File: src/rtl/bcd_serial_add_ctrl_pkg.sv
// Shared BCD definitions: digit width, largest legal digit and controller states.
package bcd_pkg;
  localparam int DIGIT_W = 4;
  localparam logic [DIGIT_W-1:0] BCD_MAX = 4'd9;

  typedef enum logic [1:0] {
    IDLE = 2'd0,
    RUN  = 2'd1,
    DONE = 2'd2
  } bcd_ctrl_state_t;
endpackage

File: src/rtl/bcd_serial_add_ctrl_if.sv
// Requester-side bundle: start/operands in, busy/done/result out.
// The master modport is the requester and the slave modport is the controller.
interface bcd_serial_add_ctrl_if #(
  parameter int DIGITS = 4
);
  logic                              start;
  logic [bcd_pkg::DIGIT_W*DIGITS-1:0] x;
  logic [bcd_pkg::DIGIT_W*DIGITS-1:0] y;
  logic                              cin;
  logic                              busy;
  logic                              done;
  logic [bcd_pkg::DIGIT_W*DIGITS-1:0] sum;
  logic                              cout;
  logic                              error;

  modport master (output start, x, y, cin, input busy, done, sum, cout, error);
  modport slave  (input start, x, y, cin, output busy, done, sum, cout, error);
endinterface

File: src/rtl/bcd_serial_add_ctrl_adder.sv
// Combinational single-digit BCD adder; result holds the two-digit BCD sum.
// An out-of-range operand digit forces a zero result and no carry.
module bcd_adder
  import bcd_pkg::*;
(
  input  logic [DIGIT_W-1:0] X,
  input  logic [DIGIT_W-1:0] Y,
  input  logic               c_in,
  output logic               c_out,
  output logic [7:0]         result,
  output logic               out_of_range
);
  logic [4:0] bin;

  always_comb begin
    out_of_range = (X > BCD_MAX) || (Y > BCD_MAX);
    bin          = {1'b0, X} + {1'b0, Y} + {4'b0, c_in};
    result       = '0;
    c_out        = 1'b0;
    if (!out_of_range) begin
      if (bin > 5'd9) begin
        c_out  = 1'b1;
        result = {4'd1, 4'(bin - 5'd10)};
      end else begin
        result = {4'd0, bin[3:0]};
      end
    end
  end
endmodule

File: src/rtl/bcd_serial_add_ctrl.sv
// Digit-serial packed-BCD adder controller, LSD first, one digit per clock.
// done pulses DIGITS edges after start is accepted; start is ignored while busy.
module bcd_serial_add_ctrl
  import bcd_pkg::*;
#(
  parameter int DIGITS = 4
) (
  input  logic                  clk,
  input  logic                  reset,
  bcd_serial_add_ctrl_if.slave  bus
);
  localparam int W  = DIGIT_W * DIGITS;
  localparam int IW = (DIGITS > 1) ? $clog2(DIGITS) : 1;
  localparam logic [IW-1:0] LAST = IW'(DIGITS - 1);

  bcd_ctrl_state_t state, state_nxt;
  logic            load, step, last;

  logic [W-1:0]    x_q, y_q, acc_q, acc_nxt, sum_q;
  logic [IW-1:0]   idx_q;
  logic            carry_q, carry_nxt, err_q, err_nxt;
  logic            cout_q, error_q;

  logic [DIGIT_W-1:0] xd, yd, dig;
  logic [7:0]         a_res;
  logic               a_cout, a_oor;

  assign xd = x_q[idx_q*DIGIT_W +: DIGIT_W];
  assign yd = y_q[idx_q*DIGIT_W +: DIGIT_W];

  bcd_adder u_adder (
    .X            (xd),
    .Y            (yd),
    .c_in         (carry_q),
    .c_out        (a_cout),
    .result       (a_res),
    .out_of_range (a_oor)
  );

  always_ff @(posedge clk) begin
    if (reset) state <= IDLE;
    else       state <= state_nxt;
  end

  always_comb begin
    state_nxt = state;
    load      = 1'b0;
    step      = 1'b0;
    case (state)
      IDLE: begin
        if (bus.start) begin
          load      = 1'b1;
          state_nxt = RUN;
        end
      end
      RUN: begin
        step = 1'b1;
        if (idx_q == LAST) state_nxt = DONE;
      end
      DONE: begin
        if (bus.start) begin
          load      = 1'b1;
          state_nxt = RUN;
        end else begin
          state_nxt = IDLE;
        end
      end
      default: state_nxt = IDLE;
    endcase
  end

  assign last = step && (idx_q == LAST);

  // A bad digit contributes a zero and breaks the carry chain.
  always_comb begin
    dig       = a_oor ? '0 : a_res[DIGIT_W-1:0];
    carry_nxt = a_oor ? 1'b0 : a_cout;
    err_nxt   = err_q | a_oor;
    acc_nxt   = acc_q;
    acc_nxt[idx_q*DIGIT_W +: DIGIT_W] = dig;
  end

  always_ff @(posedge clk) begin
    if (reset) begin
      x_q     <= '0;
      y_q     <= '0;
      acc_q   <= '0;
      idx_q   <= '0;
      carry_q <= 1'b0;
      err_q   <= 1'b0;
      sum_q   <= '0;
      cout_q  <= 1'b0;
      error_q <= 1'b0;
    end else begin
      if (load) begin
        x_q     <= bus.x;
        y_q     <= bus.y;
        carry_q <= bus.cin;
        idx_q   <= '0;
        acc_q   <= '0;
        err_q   <= 1'b0;
      end
      if (step) begin
        acc_q   <= acc_nxt;
        carry_q <= carry_nxt;
        err_q   <= err_nxt;
        idx_q   <= idx_q + 1'b1;
      end
      if (last) begin
        sum_q   <= acc_nxt;
        cout_q  <= carry_nxt;
        error_q <= err_nxt;
      end
    end
  end

  assign bus.busy  = (state == RUN);
  assign bus.done  = (state == DONE);
  assign bus.sum   = sum_q;
  assign bus.cout  = cout_q;
  assign bus.error = error_q;
endmodule
File: src/flat_wrapper.sv
// flat-port wrapper written by rule: the top's interface ports become plain ports
module bcd_serial_add_ctrl_flat import bcd_pkg::*;
#(
  parameter int DIGITS = 4
)
  (clk, reset, bus_start, bus_x, bus_y, bus_cin, bus_busy, bus_done, bus_sum, bus_cout, bus_error);
  bcd_serial_add_ctrl_if #(.DIGITS(DIGITS)) bus_i ();
  input  logic clk;
  input  logic reset;
  input wire logic [$bits(bus_i.start)-1:0] bus_start;
  input wire logic [$bits(bus_i.x)-1:0] bus_x;
  input wire logic [$bits(bus_i.y)-1:0] bus_y;
  input wire logic [$bits(bus_i.cin)-1:0] bus_cin;
  output wire logic [$bits(bus_i.busy)-1:0] bus_busy;
  output wire logic [$bits(bus_i.done)-1:0] bus_done;
  output wire logic [$bits(bus_i.sum)-1:0] bus_sum;
  output wire logic [$bits(bus_i.cout)-1:0] bus_cout;
  output wire logic [$bits(bus_i.error)-1:0] bus_error;
  assign bus_i.start = bus_start;
  assign bus_i.x = bus_x;
  assign bus_i.y = bus_y;
  assign bus_i.cin = bus_cin;
  assign bus_busy = bus_i.busy;
  assign bus_done = bus_i.done;
  assign bus_sum = bus_i.sum;
  assign bus_cout = bus_i.cout;
  assign bus_error = bus_i.error;
  bcd_serial_add_ctrl #(.DIGITS(DIGITS)) u_core (.clk(clk), .reset(reset), .bus(bus_i));
endmodule
File: config.mk
export PLATFORM = sky130hd
export DESIGN_NAME = bcd_serial_add_ctrl_flat
export DESIGN_NICKNAME = d
export VERILOG_FILES = /design/src/rtl/bcd_serial_add_ctrl_pkg.sv /design/src/rtl/bcd_serial_add_ctrl_if.sv /design/src/rtl/bcd_serial_add_ctrl_adder.sv /design/src/rtl/bcd_serial_add_ctrl.sv /design/src/flat_wrapper.sv
export SDC_FILE = /design/constraint.sdc
export NUM_CORES = 1
export LEC_CHECK = 0
export CORE_MARGIN = 4
export CORE_UTILIZATION = 46
export DETAILED_ROUTE_END_ITERATION = 10
export PLACE_DENSITY = 0.76
export SYNTH_ARGS = -nofsm -noshare
export SYNTH_HDL_FRONTEND = slang
export SYNTH_SLANG_ARGS = --single-unit
File: constraint.sdc
create_clock -name clk -period 4.8 [get_ports clk]
set_clock_uncertainty 0.1 [all_clocks]
set_input_delay 0.72 -clock clk [delete_from_list [all_inputs] [get_ports clk]]
set_output_delay 0.72 -clock clk [all_outputs]
set_load 0.01 [all_outputs]
==> metrics.md <==
| Metric | Value |
|---|---|
| H-tree levels | `3` |
| # setup viols final | `0` |
| RSZ-0062 raised after global routing | `false` |
| Area Overhead vs Synth | `23.70%` |
| Drt first pass iters | `4` |
| DIE HEIGHT | `93.78 um` |
| Most used cell, CP | `fa_1` |
| Final core occ | `58.03%` |
| Largest net degree at the start of global routing | `40` |
| HPWL after DPL | `5.873 mm` |
| CTS resizes | `0` |
| Cells after Synth | `406` |
| # port buffers | `55` |
| End of the critical path | `u_core.bus.sum[13]` |
| Area of the mapped netlist | `3384 um^2` |
| CP cell instances | `mux4_2 > fa_1 > fa_1 > xnor2_1 > ha_1 > nor2b_1 > nor4b_1 > or3_1 > a211oi_1 > nor3_1` |
| CP startpoint kind | `flop` |
| Count of different cell masters after synthesis | `42` |
| Seq/Total Area, Yosys | `42.59%` |
| Fmax | `0.2442 GHz` |
| Starting Density | `a little under half` |
| P_leak | `0.001492 uW` |
| Final #Nets | `494` |
| Ys Warns | `0` |
| Worst rel slew slack | `45.59%` |
| Ys async rst share | `0%` |
| Antenna violations before repair | `0` |
| CTS Buf Count | `9` |
| Core box area | `7214 um^2` |
| CP Capture Type | `flop` |
| Status | `completed` |
| Vias per cell | `5.564` |
| N_diodes | `0` |
| R2R setup slack | `between 700 and 800 ps` |
| Vias in the first global route | `slightly below 3,000` |
| CP required | `4910 ps` |
| Tcrit/Tclk final | `85.30%` |
| Die area | `8794 um^2` |
| DIE WIDTH | `93.78 um` |
| Via count | `3,060` |
| Slowest stage delay, CP | `around 560 ps` |
| Most used DFF post-synth | `dfxtp_1` |
| Max Cap Viol | `0` |
| Worst r2r src | `u_core.idx_q[0]` |
| R2r endpoint | `u_core.bus.sum[13]` |
| Reg clk slew, reported paths | `70 ps` |
| Worst setup path start | `u_core.idx_q[0]` |
| WL final | `8.066 mm` |
| Wire per inst | `approximately 15 um` |
| Max Root-Sink Buffers | `2` |
| Worst R2R Path Depth | `10` |
| CTS root buf | `clkbuf_8` |
| CP max-delay cell | `mux4_2` |
| GP Congestion | `0.8175` |
| Setup_tns | `0 ps` |
| Mapped Avg Cell Area | `8.336 um^2` |
| Final Hold Fails | `0` |
| CTS Sinks | `72` |
| Global-route wire length before repair | `13.50 mm` |
| Total GRT Usage | `19.24%` |
| Skew-Pair Late Insertion Delay | `roughly 340 ps` |
| Worst endpoint data arrival time | `4200 ps` |
| Fraction of layout cells with a size suffix above 1 | `7.317%` |
| IO Pins | `56` |
| Post-CTS Setup Bufs | `0` |
| Final Slew Violations | `0` |
| DR iter-0 viols | `224` |
| Power per cell area | `approximately 330 nW/um^2` |
| TritonCTS clock tree | `yes` |
| Antenna-violating nets left | `0` |
| Worst min-delay path class | `flop to flop` |
| FP Rows | `31` |
| Worst Path Max Fanout | `7` |
| Synth Register Bits | `72` |
| Peak VDD IR | `0.1564 mV` |
| Minimum clock period | `4094 ps` |
| Post-synth EDFFs | `0` |
| Hold Buf Count CTS | `0` |
| Crit Path Category | `flop to flop` |
| Syn nets | `454` |
| GRT overflow | `0` |
| # DRC | `0` |
| Worst Tran Pin Value | `812.5 ps` |
-- layout by cell type (no fill, tap or decap), types with 8 or more instances in the layout --
| cell type | instances |
|---|---|
| nand2b_1 | 8 |
| dfxtp_1 | 72 |
| ha_1 | 10 |
| clkdlybuf4s50_1 | 54 |
| nand2_1 | 86 |
| a21oi_1 | 66 |
| nor3_1 | 9 |
| nor2_1 | 22 |
| inv_1 | 8 |
| clkbuf_8 | 10 |
| mux4_2 | 8 |
| nand3_1 | 14 |
| a211oi_1 | 10 |
-- final cells by class --
cell class	instances	area (um^2)
clock buffer	11	141.4
clock inverter	5	80.08
fill	686	3028
inverter	8	30.03
multi-input combinational	296	1794
sequential	72	1441
tap	99	123.9
timing repair buffer	59	575.6
-- state kept, by name (all words and copies together) (netlist names) --
name,count
u_core.state,2
u_core.carry_q,1
u_core.y_q,16
u_core.bus.error,1
u_core.err_q,1
u_core.idx_q,2
u_core.bus.cout,1
u_core.bus.sum,16
u_core.x_q,16
u_core.acc_q,16
-- synthesized netlist by cell type, types with 3 or more instances --
cell / number / area, um^2
a22oi_1: 7 / 52.55
a211oi_1: 10 / 75.07
ha_1: 10 / 125.1
clkbuf_1: 20 / 75.07
a221oi_1: 3 / 26.28
and3_1: 6 / 37.54
nor2_1: 22 / 82.58
nor3_1: 9 / 45.04
a311oi_1: 3 / 26.28
a21oi_1: 66 / 330.3
nand3_1: 14 / 70.07
a32o_1: 4 / 40.04
mux4_2: 8 / 180.2
nand2_1: 86 / 322.8
inv_1: 8 / 30.03
and2_1: 4 / 25.02
buf_1: 8 / 30.03
o21ai_0: 4 / 20.02
nand2b_1: 8 / 50.05
nor2b_1: 6 / 37.54
dfxtp_1: 72 / 1441
-- through the flow --
stage | worst slack (ps) | instances | power [uW] | area [um^2] | hold slack, ps
2_1_floorplan | 997.5 | 406 | 805.6 | 3385 | 333.1
3_3_place_gp | 945.5 | 534 | 869.6 | 3965 | 341.5
3_5_place_dp | 733.5 | 534 | 879.5 | 3965 | 347.0
4_1_cts | 721.8 | 550 | 1403 | 4187 | 356.6
5_1_grt | 459.0 | 550 | 1453 | 4187 | 377.0
6_report | 705.6 | 550 | 1394 | 4187 | 350.9
-- routing by layer --
layer / up-vias / wire length [um] / share of wire [%] / track usage, %
li1: 1509 / - / - / -
met1: 1451 / 3643 / 45 / 24.64
met2: 88 / 3874 / 48 / 31.58
met3: 12 / 419 / 5.2 / 5.128
met4: 0 / 127 / 1.6 / 6.017
met5: - / 0 / 0 / 0
-- worst max-delay path: cells and delay by family, from the launching register on --
kind                     cells  cell delay [ps]
multiplexers                 1              560
adder cells (fa/ha/maj)      3             1140
XOR/XNOR                     1              380
AND/OR/NAND/NOR              4              980
AO/OA/AOI/OAI                1              270
flip-flops                   1              520
-- how the worst min path moves through the flow --
| stage | start | depth (start not counted) | slack, ps | to |
|---|---|---|---|---|
| after floorplan | u_core.x_q[10] | 2 | 330 | u_core.x_q[10] |
| after global placement | u_core.y_q[1] | 2 | 340 | u_core.y_q[1] |
| after detailed placement | u_core.bus.cout | 2 | 350 | u_core.bus.cout |
| after CTS | u_core.bus.cout | 2 | 360 | u_core.bus.cout |
| after global routing | u_core.x_q[8] | 2 | 380 | u_core.x_q[8] |
| final | u_core.bus.cout | 2 | 350 | u_core.bus.cout |
-- cells by family (layout without fill, tap and decap cells) --
family,count (synthesis),count (layout),share of synthesized area [%]
mux,8,8,5.323
simple gates,169,169,23.36
fa+ha+maj,12,12,4.880
flops,72,72,42.59
buf+inv,38,83,4.473
xor+xnor,1,1,0.2588
compound gates,106,106,19.11
-- power by group --
group	total, uW	internal, uW	switching (uW)
Sequential	634	619	14.9
Clock	528	306	222
Combinational	232	98.7	134
(Power assumes the default switching activity.)
